--- src/rtl/argument_pop_scheduler.sv ---
// Field sequencer between an argument_decoder window and a valid/ready consumer.
// Optional feature macro: ARG_SCHED_COUNT_EN adds the arg_count transfer counter.
module argument_pop_scheduler #(
    parameter int WIDTH_OUT      = 8,
    parameter int LOG2_WIDTH_OUT = 3
) (
    input  logic                      clk,
    input  logic                      rst,
    input  logic                      en,
    input  logic [WIDTH_OUT-1:0]      dec_q,
    input  logic                      dec_ready,
    output logic [LOG2_WIDTH_OUT:0]   dec_pop,
    output logic                      arg_valid,
    input  logic                      arg_ready,
    output logic [1:0]                arg_op,
    output logic [LOG2_WIDTH_OUT:0]   arg_len,
    output logic [WIDTH_OUT-1:0]      arg_data,
`ifdef ARG_SCHED_COUNT_EN
    output logic [15:0]               arg_count,
`endif
    output logic                      busy
);

    localparam int LW = LOG2_WIDTH_OUT + 1;

    typedef enum logic [2:0] {
        S_HDR,
        S_HWAIT,
        S_ESC,
        S_EWAIT,
        S_ARG,
        S_AWAIT
    } state_t;

    state_t                r_state;
    state_t                w_state_nxt;

    logic [1:0]            r_op;
    logic [LW-1:0]         r_len;
    logic [LW-1:0]         r_pop;
    logic                  r_arg_valid;
    logic [1:0]            r_arg_op;
    logic [LW-1:0]         r_arg_len;
    logic [WIDTH_OUT-1:0]  r_arg_data;

    logic                  w_hdr_take;
    logic                  w_esc_take;
    logic                  w_arg_take;
    logic [LW-1:0]         w_esc_len;
    logic [WIDTH_OUT-1:0]  w_mask;
    logic [LW-1:0]         w_pop_nxt;
    logic [1:0]            w_op_nxt;
    logic [LW-1:0]         w_len_nxt;
    logic                  w_valid_nxt;
    logic                  w_load;

    function automatic logic [LW-1:0] hdr_len(input logic [1:0] op);
        case (op)
            2'b00:   return LW'(1);
            2'b01:   return LW'(2);
            2'b10:   return LW'(4);
            default: return '0;
        endcase
    endfunction

    // An escape value of zero stands for a full-window argument.
    assign w_esc_len  = (dec_q[LOG2_WIDTH_OUT-1:0] == '0) ? LW'(WIDTH_OUT)
                                                         : {1'b0, dec_q[LOG2_WIDTH_OUT-1:0]};
    assign w_hdr_take = (r_state == S_HDR) & en & dec_ready;
    assign w_esc_take = (r_state == S_ESC) & dec_ready;
    assign w_arg_take = (r_state == S_ARG) & dec_ready & (~r_arg_valid | arg_ready);

    // NOTE: every combinational output gets a default before any branch, so no latch is inferred.
    always_comb begin
        w_mask = '0;
        for (int i = 0; i < WIDTH_OUT; i++) begin
            w_mask[i] = (LW'(i) < r_len);
        end
    end

    // NOTE: state and datapath registers use non-blocking assignments only.
    always_ff @(posedge clk) begin
        if (!rst) begin
            r_state <= S_HDR;
        end else begin
            r_state <= w_state_nxt;
        end
    end

    always_comb begin
        w_state_nxt = r_state;
        case (r_state)
            S_HDR:   if (w_hdr_take) w_state_nxt = S_HWAIT;
            S_HWAIT: w_state_nxt = (r_op == 2'b11) ? S_ESC : S_ARG;
            S_ESC:   if (w_esc_take) w_state_nxt = S_EWAIT;
            S_EWAIT: w_state_nxt = S_ARG;
            S_ARG:   if (w_arg_take) w_state_nxt = S_AWAIT;
            S_AWAIT: w_state_nxt = S_HDR;
            default: w_state_nxt = S_HDR;
        endcase
    end

    always_comb begin
        w_pop_nxt   = '0;
        w_op_nxt    = r_op;
        w_len_nxt   = r_len;
        w_valid_nxt = r_arg_valid & ~arg_ready;
        w_load      = 1'b0;
        case (r_state)
            S_HDR: begin
                if (w_hdr_take) begin
                    w_pop_nxt = LW'(2);
                    w_op_nxt  = dec_q[1:0];
                    w_len_nxt = hdr_len(dec_q[1:0]);
                end
            end
            S_ESC: begin
                if (w_esc_take) begin
                    w_pop_nxt = LW'(LOG2_WIDTH_OUT);
                    w_len_nxt = w_esc_len;
                end
            end
            S_ARG: begin
                // A load in the same cycle as a transfer replaces the old field without a bubble.
                if (w_arg_take) begin
                    w_pop_nxt   = r_len;
                    w_valid_nxt = 1'b1;
                    w_load      = 1'b1;
                end
            end
            default: ;
        endcase
    end

    always_ff @(posedge clk) begin
        if (!rst) begin
            r_op        <= '0;
            r_len       <= '0;
            r_pop       <= '0;
            r_arg_valid <= 1'b0;
            r_arg_op    <= '0;
            r_arg_len   <= '0;
            r_arg_data  <= '0;
        end else begin
            r_op        <= w_op_nxt;
            r_len       <= w_len_nxt;
            r_pop       <= w_pop_nxt;
            r_arg_valid <= w_valid_nxt;
            if (w_load) begin
                r_arg_op   <= r_op;
                r_arg_len  <= r_len;
                r_arg_data <= dec_q & w_mask;
            end
        end
    end

`ifdef ARG_SCHED_COUNT_EN
    logic [15:0] r_count;

    always_ff @(posedge clk) begin
        if (!rst) begin
            r_count <= '0;
        end else if (r_arg_valid & arg_ready) begin
            r_count <= r_count + 16'd1;
        end
    end

    assign arg_count = r_count;
`endif

    assign dec_pop   = r_pop;
    assign arg_valid = r_arg_valid;
    assign arg_op    = r_arg_op;
    assign arg_len   = r_arg_len;
    assign arg_data  = r_arg_data;
    assign busy      = (r_state != S_HDR) | r_arg_valid;

endmodule

--- config.mk ---
export PLATFORM = sky130hd
export DESIGN_NAME = argument_pop_scheduler
export DESIGN_NICKNAME = d
export VERILOG_FILES = /design/src/rtl/argument_pop_scheduler.sv
export SDC_FILE = /design/constraint.sdc
export NUM_CORES = 1
export LEC_CHECK = 0
export ABC_AREA = 1
export BUFFER_PORTS_ARGS = -buffer_cell sky130_fd_sc_hd__clkbuf_2
export CAP_MARGIN = 0
export CORE_MARGIN = 2
export CORE_UTILIZATION = 25
export DETAILED_ROUTE_END_ITERATION = 10
export MAX_ROUTING_LAYER = met4
export PLACE_DENSITY = 0.45
export SYNTH_ARGS = -nofsm -noshare
export SYNTH_HDL_FRONTEND = slang
export SYNTH_SLANG_ARGS = --single-unit
--- constraint.sdc ---
create_clock -name clk -period 1.3 [get_ports clk]
set_input_delay 0.065 -clock clk [delete_from_list [all_inputs] [get_ports clk]]
set_output_delay 0.065 -clock clk [all_outputs]
set_load 0.02 [all_outputs]
==> results of run 1 <==
-- power groups by stage --
stage	sequential, W	clock, W	combinational [W]
floorplan	0.00109	0	0.000375
global placement	0.00105	0	0.000599
detailed placement	0.00105	0	0.000597
CTS	0.00103	0.000574	0.000599
global route	0.00105	0.000615	0.000730
finish	0.00104	0.000548	0.000641
-- routing by layer --
metal	track usage (%)	vias up
met1	12.24	491
li1	-	617
met5	-	-
met2	19.35	17
met4	5.455	0
met3	2.469	5
-- flip-flops by register name, summed over array words and instances (netlist names) --
| name | cells |
|---|---|
| r_state | 3 |
| arg_len | 4 |
| arg_valid | 1 |
| dec_pop | 4 |
| arg_op | 2 |
| r_len | 4 |
| arg_data | 8 |
| r_op | 2 |
-- cell usage in the layout, fill, tap and decap left out --
master,count
sky130_fd_sc_hd__a21oi_2,1
sky130_fd_sc_hd__clkbuf_8,4
sky130_fd_sc_hd__nand4_4,1
sky130_fd_sc_hd__dfxtp_2,2
sky130_fd_sc_hd__nand3_4,1
sky130_fd_sc_hd__nand2_1,45
sky130_fd_sc_hd__nand2_2,2
sky130_fd_sc_hd__dfxtp_1,25
sky130_fd_sc_hd__o21ai_0,9
sky130_fd_sc_hd__inv_2,1
sky130_fd_sc_hd__nor2_8,1
sky130_fd_sc_hd__nor2_4,1
sky130_fd_sc_hd__inv_1,16
sky130_fd_sc_hd__dfxtp_4,1
sky130_fd_sc_hd__nand3b_1,1
sky130_fd_sc_hd__o21bai_1,3
sky130_fd_sc_hd__nand3_1,6
sky130_fd_sc_hd__a21o_1,1
sky130_fd_sc_hd__nor2_2,3
sky130_fd_sc_hd__nor2_1,36
sky130_fd_sc_hd__clkbuf_2,31
sky130_fd_sc_hd__buf_12,1
sky130_fd_sc_hd__a21oi_1,12
sky130_fd_sc_hd__o21ai_1,1
sky130_fd_sc_hd__buf_4,6
-- cell families after synthesis --
kind of cell | count (synthesis) | synth area share (%)
AOI/OAI and AO/OA | 27 | 12.22
buffers and inverters | 20 | 6.775
DFF | 28 | 46.00
and+or+nand+nor | 97 | 35.01
-- critical path: stages (launching register included) --
cell and delay, ns:
sky130_fd_sc_hd__dfxtp_2 0.35, sky130_fd_sc_hd__nor2_4 0.20, sky130_fd_sc_hd__nand3_4 0.13, sky130_fd_sc_hd__nor2_8 0.18
sky130_fd_sc_hd__buf_4 0.15, sky130_fd_sc_hd__nand2_1 0.05, sky130_fd_sc_hd__nand2_1 0.05, sky130_fd_sc_hd__nor2_1 0.04
-- stage by stage --
stage,power (W),instance area (um2)
after floorplan,0.001460,1219
after global placement,0.001647,1474
after detailed placement,0.001645,1474
after CTS,0.002203,1530
after global routing,0.002397,1582
final,0.002230,1582
-- final cells by class --
type / instances / area [um2]
Multi-Input combinational cell: 124 / 591.8
Sequential cell: 28 / 566.8
Timing Repair Buffer: 38 / 220.2
Clock buffer: 4 / 55.05
Fill cell: 533 / 3142
Inverter: 17 / 63.81
Tap cell: 67 / 83.83
-- timing repair --
item / 4_1_cts / 5_1_grt
pin swaps: 0 / 2
gates resized for setup: 1 / 10
endpoints found under the setup margin: 1 / 14
setup buffers: 0 / 2
-- path summary, 6_finish.rpt --
path	startpoint	endpoint	slack, ns	cells after the start
max	r_state[1]	arg_data[0]	0.06	7
min	dec_q[4]	arg_data[4]	0.03	3
max reg2reg	r_state[1]	arg_data[0]	0.06	7
min reg2reg	arg_len[2]	arg_len[2]	0.47	2
==> summary by stage, run 1 <==
Run status
The run finished with clean final reports.

STA
For the finished layout, the period the worst path requires is 1.236 ns. The tightest slew margin relative to the limit is 85.72%. Summed over all failing endpoints, the final setup total negative slack is 0 ns.

For the pin with the worst max-slew slack, the measured transition is 0.2139 ns. The hold slack is 0.02833 ns. Setup slack closes at 0.06399 ns.

Setup violations remaining at the end of the flow were counted as 0. The number of hold violations in the final report is 0. The achievable frequency is 809.1 MHz. The worst setup skew after layout is 0.002970 ns. The share of the clock period used by the worst path after layout is 95.08%. The final-report max-slew violation count is 0.

Drt
After detailed routing, the average wire length per cell comes to 10.10 um. In this run, the number of DRC markers left after iteration 0 of detailed routing was 29. The first detailed-routing pass ran for 4 iterations. The number of DRC violations after detailed routing is 0. The highest signal layer in the routed design is met4. The final route contains 1130 vias.

The met1 routed wirelength after detailed routing is 1.286 mm. In the detailed route, the total length drawn on met2 is 1.389 mm. The sum of met3 wire segment lengths after detailed routing is 76 um. The via-per-instance ratio is 4.065. The count of nets left with antenna violations once routing finished came out at 0. The routed design has 2.809 mm of wire.

Clock network
The CTS tree is done. The count of clock tree sinks is 28. The longest clock path from root to sink contains 2 buffers.

The clock tree root driver cell is sky130_fd_sc_hd__clkbuf_8. The H-tree level count is 1. Buffers inserted to repair hold after CTS numbered 0. The TritonCTS buffer count is 3. The register clock-pin slew on the reported worst setup and hold paths is 0.10 ns.

The clock network latency to the later pin of the worst-skew pair is 0.28 ns.

Pwr
The internal portion of total power is 0.001474 W. For this design the ratio of total power to cell area is 1410 nW/um2. The static leakage power is 0.7632 nW. Across the VDD grid, the largest voltage drop is 0.4572 mV. In this run switching power makes up 33.91% of total power. The clock network accounts for 24.6% of the total power.

The power share of the sequential group is 46.7%. The switching component of the power is 0.0007562 W. Per report_power, the combinational group accounts for 28.7% of the total.

Final layout
0 antenna diodes ended up in the layout. The post-route core utilization is 33.48%. The final net count is 225. The number of cells in the finished layout apart from fillers is 278. The area growth from synthesis to layout is 29.77%. The fraction of layout instances using a drive strength above 1 is 26.54%.

Floorplanning
The floorplan step set the die height to 73.82 um. After floorplanning, the core was sized to cover 4723 um2. Pin placement for this block handled 33 I/O pins.

The die covers 5449 um2. The starting density of the core is 25.80%. The floorplan die width is 73.82 um. The floorplan has 25 rows.

GRT
The first global-routing pass estimated 4.498 mm of wire. The global-route total usage across every layer is 11.27%. Global routing finished with a remaining overflow of 0. The initial antenna violation count came to 0. The via count of the first global-routing pass is 1012.

The largest net degree at the start of global routing is 19.

Yosys
The per-instance average area after synthesis is 7.085 um2. The cell taking the most area after synthesis is sky130_fd_sc_hd__dfxtp_1. Synthesis inferred 28 register bits. The synthesized netlist cell count is 172.

In the synthesized netlist the async set-or-reset flop fraction comes to 0%. Ranked by instance count, the synthesized netlist is headed by 46 x sky130_fd_sc_hd__nand2_1, 38 x sky130_fd_sc_hd__nor2_1, 28 x sky130_fd_sc_hd__dfxtp_1, 17 x sky130_fd_sc_hd__inv_1, 12 x sky130_fd_sc_hd__a21oi_1. The share of the synthesized area in the top cell type is 46.00%. Sorting the synthesized cells by area gives the leading types as sky130_fd_sc_hd__dfxtp_1 46%, sky130_fd_sc_hd__nand2_1 14%, sky130_fd_sc_hd__nor2_1 12%. The number of synthesized flops with an enable pin is 0. The most used flip-flop cell after synthesis is sky130_fd_sc_hd__dfxtp_1. In this run the cell area of the synthesized design comes to 1219 um2.

By instance count, the leading cell after synthesis is sky130_fd_sc_hd__nand2_1. The warning count from the yosys run is 0. The share of the Yosys chip area taken by registers is 46.00%. In this run, distinct cell masters in the synthesized netlist total 21. The synthesized netlist net count is 185.

Setup path
The required time of the worst setup path is 1.48 ns. The sort of element at the end of the critical path is a flip-flop. The arrival time at the worst endpoint is 1.42 ns. STA classifies the critical path startpoint as a flip-flop. The largest fanout on the critical path is 6. The type of the worst setup path is flip-flop to flip-flop.

Placement
Prior to clock tree synthesis, the placed netlist has a worst setup slack of 0.05332 ns. Input and output buffers added on the ports amount to 32. The number of placed instances, taps included, is 272.

Routability-driven placement finished with a final weighted congestion of 0.8165. The post-DP HPWL is 2.077 mm.

Run
Across the run, the number of max-cap violations was 0.

Hold path
The tightest min-delay check is of the primary input to flip-flop type.
Power figures use the tool's default switching activity.
==> run 2: changes to the inputs <==
--- a/config.mk
+++ b/config.mk
@@ -13,6 +13,7 @@
 export DETAILED_ROUTE_END_ITERATION = 10
 export MAX_ROUTING_LAYER = met4
 export PLACE_DENSITY = 0.45
+export REMOVE_ABC_BUFFERS = 1
 export SYNTH_ARGS = -nofsm -noshare
 export SYNTH_HDL_FRONTEND = slang
 export SYNTH_SLANG_ARGS = --single-unit
==> summary by stage, run 2 (same netlist as run 1, synthesis figures left out) <==
Run status
The run finished with clean final reports.

Placement
The number of input and output port buffers inserted is 32 (unchanged). The post-DP HPWL came to 2.096 mm (+0.89%). The post-placement worst setup slack came to 0.04122 ns (-0.01211 ns). The routability congestion estimate is 0.7230 (-11%). The area of placed instances is 1489 um2 (+1.0%).

Floorplanning
The starting density of the core is 25.80% (unchanged). The floorplan die width is 73.82 um (unchanged). The count of pins on the block boundary came to 33 (unchanged). The die footprint is 5449 um2 (unchanged).

The number of standard-cell rows in the floorplan is 25 (unchanged). The placeable core region is 4723 um2 (unchanged). The die height is 73.82 um (unchanged).

Run
The max capacitance violation total is 0 (unchanged).

Pwr
The worst vdd rail ir drop came to 0.6894 mV (+51%). The power density normalized to cell area came to 1489 nW/um2 (+5.6%). The static leakage power is 0.8339 nW (+9.3%).

GRT
The first-pass GRT wire length is 4.581 mm (+1.8%). The global-route total usage across every layer is 11.20% (-0.075 points). The initial antenna violation count came to 0 (unchanged).

The via count of the first global-routing pass was 1069 (+5.6%). The largest net degree at the start of global routing was 19 (unchanged). The remaining global-route overflow is 0 (unchanged).

Clock network
The clock network latency to the later pin of the worst-skew pair is 0.28 ns (about the same). The cell sitting at the root of the clock tree is a sky130_fd_sc_hd__clkbuf_8. The CTS tree is done.

The count of clock tree sinks was 28 (unchanged). The H-tree level count is 1 (unchanged). The TritonCTS buffer count is 3 (unchanged). The register clock-pin slew on the reported worst setup and hold paths is 0.10 ns (about the same). The number of buffers inserted by hold repair at cts was 0 (unchanged). The number of buffers between clock root and the deepest sink is 2 (unchanged).

STA
The hold slack came to 0.02206 ns (-0.006270 ns). The worst setup skew after layout was 0.003750 ns (+0.0007800 ns). The final critical-path setup slack is 0.03869 ns (-0.02530 ns).

Setup repair after global routing could not meet its margin everywhere. The number of hold violations in the final report is 0 (unchanged). The achievable frequency is 792.8 MHz (-2.0%).

The slew at the pin closest to its max-slew limit is 0.3309 ns (+0.1170 ns). The post-route minimum period is 1.261 ns (+0.02530 ns). The final-report max-slew violation count was 0 (unchanged). The tightest slew margin relative to the limit came to 77.86% (-7.9 points). The share of the clock period used by the worst path after layout is 97.02% (+1.9 points).

The total of endpoints with negative setup slack in the final report came to 0 (unchanged).

Setup path
The required time of the worst setup path is 1.49 ns (about the same). The setup path with the least slack is of type flip-flop to flip-flop. The arrival time at the worst endpoint is 1.45 ns (+0.03 ns). The largest fanout on the critical path came to 6 (unchanged).

The critical path launch point type is a flip-flop. In this run the worst setup path begins at r_state[0]. STA classifies the critical path endpoint as a flip-flop. The startpoint identified for the worst register-to-register timing path is r_state[0].

Final layout
The flip-flop count of the largest register, all copies and words added was 8 (unchanged). Relative to the synthesized area, the layout overhead comes to 40.04%. The post-route core utilization is 36.13% (+2.6 points). In the layout the commonest cells are 43 x sky130_fd_sc_hd__nand2_1, 37 x sky130_fd_sc_hd__nor2_1, 31 x sky130_fd_sc_hd__clkbuf_2, 25 x sky130_fd_sc_hd__dfxtp_1, 14 x sky130_fd_sc_hd__inv_1. The filler cell count in the final layout was 537 (+0.75%). The final net count is 234 (+4.0%). The most frequent standard cell in the layout excluding fill and tap cells is sky130_fd_sc_hd__nand2_1. The final antenna diode count is 0 (unchanged). The fraction of layout instances using a drive strength above 1 was 31.36% (+4.8 points).

The post-layout instance area was 1707 um2 (+7.9%).

Drt
The count of antenna-violating nets left after detailed routing is 0 (unchanged). The number of DRC violations after detailed routing is 0 (unchanged). The detailed-route wire length was 3.062 mm (+9.0%).

The via-per-instance ratio is 4.105 (+0.98%). The number of iterations in the first detailed-routing pass came to 4 (unchanged). The initial DRC count was 29 (unchanged). The via count of the routed design was 1178 (+4.2%). The average routed wire per standard cell was 10.67 um (+5.6%).

Hold path
In this run the most critical hold path is launched from dec_q[6]. The path type of the worst min-delay path is primary input to flip-flop.
==> run 2: final cells by class <==
cell class,instances,area (um2),area share [%]
multi-input combinational,125,605.6,35.48
sequential,28,569.3,33.36
timing repair buffer,46,310.3,18.18
tap,67,83.83,4.912
inverter,17,66.31,3.886
clock buffer,3,41.29,2.419
clock inverter,1,30.03,1.760
==> run 2: repair_timing <==
| action | CTS | global route |
|---|---|---|
| pin swaps | 1 | 6 |
| cloned | 0 | 2 |
| setup endpoints to repair | 1 | 19 |
| buffers inserted | 2 | 5 |
| gates resized for setup | 6 | 11 |
==> run 2: metrics by stage <==
| step | setup TNS, ns | total power (W) | instances |
|---|---|---|---|
| 3_3_place_gp | 0 | 0.001667 | 274 |
| 4_1_cts | 0 | 0.002431 | 280 |
| 5_1_grt | -0.3481 | 0.002704 | 287 |
| 3_5_place_dp | 0 | 0.001668 | 274 |
| 6_report | 0 | 0.002540 | 287 |
| 2_1_floorplan | 0 | 0.001449 | 169 |
==> run 2: report_power, final <==
group	leakage, nW	switching, W	internal [W]
registers	0.229	0.0000855	0.000956
clock network	0.0357	0.000297	0.000413
logic	0.569	0.000441	0.000348
==> run 2: critical path, cell delays in order, from the launching register on <==
cell                      delay [ns]
sky130_fd_sc_hd__dfxtp_4        0.38
sky130_fd_sc_hd__nor2_4         0.18
sky130_fd_sc_hd__nand3_4        0.14
sky130_fd_sc_hd__nor2_8         0.21
sky130_fd_sc_hd__buf_12         0.14
sky130_fd_sc_hd__nand2_1        0.04
sky130_fd_sc_hd__nand2_1        0.05
sky130_fd_sc_hd__nor2_1         0.04
==> run 2: final timing paths <==
path                                    end  slack (ns)  cells after the start
worst max register to register  arg_data[2]        0.04                      7
worst min-delay path            arg_data[6]        0.02                      3
worst min register to register   arg_len[0]        0.47                      2
worst max-delay path            arg_data[2]        0.04                      7
==> run 2: per-layer routing <==
metal	vias up	share of wire, %	GRT usage, %
li1	633	-	-
met1	521	46	12.44
met2	21	49	19.15
met3	3	4.3	4.252
met4	0	0.26	2.222
met5	-	0	-
==> run 3: changes to the inputs <==
--- a/config.mk
+++ b/config.mk
@@ -11,6 +11,7 @@
 export CORE_MARGIN = 2
 export CORE_UTILIZATION = 25
 export DETAILED_ROUTE_END_ITERATION = 10
+export HOLD_SLACK_MARGIN = 0.06
 export MAX_ROUTING_LAYER = met4
 export PLACE_DENSITY = 0.45
 export REMOVE_ABC_BUFFERS = 1
==> summary by stage, run 3 (same netlist as run 1, synthesis figures left out) <==
Pwr
The static leakage power is 0.8464 nW (+1.5%). The worst vdd rail ir drop is 0.6943 mV (+0.71%). The power density normalized to cell area is 1468 nW/um2 (-1.4%).

STA
The tightest slew margin relative to the limit is 77.87% (about the same). The final critical-path setup slack is 0.03776 ns (-0.0009278 ns). The post-route minimum period is 1.262 ns (+0.0009278 ns). The final-report max-slew violation count was 0 (unchanged). The slew at the pin closest to its max-slew limit is 0.3307 ns (-0.0001576 ns). The total of endpoints with negative setup slack in the final report is 0 (unchanged). The achievable frequency is 792.2 MHz (about the same). The number of hold violations in the final report was 0 (unchanged). The worst setup skew after layout is 0.003806 ns (+0.00005523 ns).

The hold slack is 0.07090 ns (+0.04884 ns). The setup TNS was 0 ns (unchanged). Setup repair after global routing could not meet its margin everywhere. The share of the clock period used by the worst path after layout was 97.10% (about the same).

Setup path
The cell that appears most often on the critical path is sky130_fd_sc_hd__nand2_1. The slack of the worst reg-to-reg path is 0.04 ns (about the same). The top cell family by delay on the critical path is simple AND/OR/NAND/NOR gates. By startpoint and endpoint, the worst setup path is classified as flip-flop to flip-flop.

The largest individual stage delay along the critical path comes from the cell sky130_fd_sc_hd__dfxtp_4. The required time of the worst setup path is 1.49 ns (about the same). STA classifies the critical path endpoint as a flip-flop. The number of cells on the worst reg-to-reg path is 7 (unchanged). The signal on the critical path passes through nor2_4 > nand3_4 > nor2_8 > buf_12 > nand2_1 > nand2_1 > nor2_1. The arrival time at the worst endpoint is 1.45 ns (about the same). The biggest cell delay along the critical path is 0.38 ns (about the same). The buffer and inverter count on the worst path is 1 (unchanged). STA classifies the critical path startpoint as a flip-flop.

The largest fanout on the critical path came to 6 (unchanged). The endpoint identified for the worst register-to-register timing path is arg_data[2]. The startpoint identified for the worst register-to-register timing path is r_state[0].

Placement
The routability congestion estimate is 0.7230 (unchanged). The post-placement worst setup slack came to 0.04122 ns (unchanged). The number of instances in the placed design is 274 (unchanged). The post-DP HPWL is 2.096 mm (unchanged).

The number of input and output port buffers inserted was 32 (unchanged).

GRT
The first-pass GRT wire length was 4.595 mm (+0.31%). The global-route track usage on met2 came to 19.25% (+0.099 points). The remaining global-route overflow is 0 (unchanged).

The global-route total usage across every layer is 11.23% (+0.029 points). The met3 usage is 4.252% (unchanged). The largest net degree at the start of global routing was 19 (unchanged). The global routing stage identified its most utilized layer as met2.

The initial antenna violation count was 0 (unchanged). The global routing usage on met1 is 12.44% (unchanged). The via count of the first global-routing pass was 1073 (+0.37%).

Drt
The number of DRC violations after detailed routing is 0 (unchanged). The via count of the routed design was 1197 (+1.6%). The number of iterations in the first detailed-routing pass came to 4 (unchanged). The via-per-instance ratio is 4.128 (+0.56%).

The count of antenna-violating nets left after detailed routing came to 0 (unchanged). The detailed-route wire length is 3.090 mm (+0.91%). The average routed wire per standard cell is 10.66 um (-0.13%). The initial DRC count was 31 (+6.9%).

Hold path
The capture endpoint of the worst hold path is arg_data[3]. The startpoint identified for the worst hold timing path is dec_q[3]. In this run the worst hold path is classified as primary input to flip-flop.

The cell depth of the worst min-delay path is 5 (+2).

Clock network
The tree is rooted in a sky130_fd_sc_hd__clkbuf_8. The register clock-pin slew on the reported worst setup and hold paths came to 0.10 ns (about the same). The clock network latency to the later pin of the worst-skew pair is 0.28 ns (about the same).

The H-tree level count is 1 (unchanged). TritonCTS built the clock tree. The count of clock tree sinks was 28 (unchanged). The number of buffers between clock root and the deepest sink is 2 (unchanged). The TritonCTS buffer count is 3 (unchanged).

Final layout
The final net count is 237 (+1.3%). The library cells used most frequently in the layout, excluding fill and tap cells, are 43 x sky130_fd_sc_hd__nand2_1, 37 x sky130_fd_sc_hd__nor2_1, 31 x sky130_fd_sc_hd__clkbuf_2, 25 x sky130_fd_sc_hd__dfxtp_1, 14 x sky130_fd_sc_hd__inv_1. The final antenna diode count is 0 (unchanged). The filler cell count in the final layout is 533 (-0.74%). Leaving out fill and tap cells, the most frequent cell in the layout is sky130_fd_sc_hd__nand2_1. The fraction of layout instances using a drive strength above 1 came to 30.94% (-0.42 points). The flip-flop count of the largest register, all copies and words added was 8 (unchanged). The area growth from synthesis to layout is 42.51%. The multi-input gate area in the final layout is 605.6 um2 (unchanged). The register area was 569.3 um2 (unchanged). The number of cells in the finished layout apart from fillers is 290 (+1.0%). The post-route core utilization is 36.77% (+0.64 points).

Floorplanning
The starting density of the core is 25.80% (unchanged). The placeable core region was 4723 um2 (unchanged). The die height was 73.82 um (unchanged).

The die footprint is 5449 um2 (unchanged). The floorplan die width is 73.82 um (unchanged). The number of standard-cell rows in the floorplan is 25 (unchanged).

The count of pins on the block boundary is 33 (unchanged).

Run status
The flow ran to the end, and the final reports show no timing, DRC or antenna violations.

Run
The max capacitance violation total came to 0 (unchanged).
[run 3: worst max path at each step]
stage	start	to	slack (ns)	cells past startpoint
5_1_grt	r_state[1]	arg_data[2]	-0.04	7
6_report	r_state[0]	arg_data[2]	0.04	7
4_1_cts	r_state[1]	dec_pop[1]	0.002	5
3_5_place_dp	r_state[1]	dec_pop[1]	0.04	5
3_3_place_gp	r_state[1]	dec_pop[1]	0.08	5
2_1_floorplan	r_state[1]	arg_len[0]	0.20	5
[run 3: what timing repair did]
action,CTS,global route
pin swaps,1,6
setup endpoints to repair,1,19
buffers inserted,2,5
gates cloned,0,2
hold buffers,3,0
hold endpoints to repair,3,0
resized for setup,6,11
[run 3: where the power goes]
part           total, W  switching (W)  internal (W)
logic          0.000797       0.000443      0.000354
registers       0.00104      0.0000858      0.000956
clock network  0.000710       0.000297      0.000413
total           0.00255       0.000826       0.00172
[run 3: area by class of cell]
class | instances | share of cell area [%]
Multi-Input combinational cell | 125 | 34.87
Sequential cell | 28 | 32.78
Timing Repair Buffer | 49 | 19.60
Clock inverter | 1 | 1.729
Clock buffer | 3 | 2.378
Inverter | 17 | 3.818
Tap cell | 67 | 4.827
[run 3: metal layers]
layer	vias up	part of all wire (%)
met2	23	49
met5	-	0
li1	638	-
met4	0	0.26
met3	3	4.0
met1	533	47
[run 3: through the flow]
stage          instance area [um2]  power (W)
3_5_place_dp                  1489   0.001668
4_1_cts                       1615   0.002438
6_report                      1737   0.002549
2_1_floorplan                 1200   0.001449
5_1_grt                       1737   0.002711
3_3_place_gp                  1489   0.001667
[run 3: worst reg2reg max path: cells and delay by family (launching register included)]
kind | cells | cell delay (ns)
flip-flops | 1 | 0.38
AND/OR/NAND/NOR | 6 | 0.67
buffers and inverters | 1 | 0.14
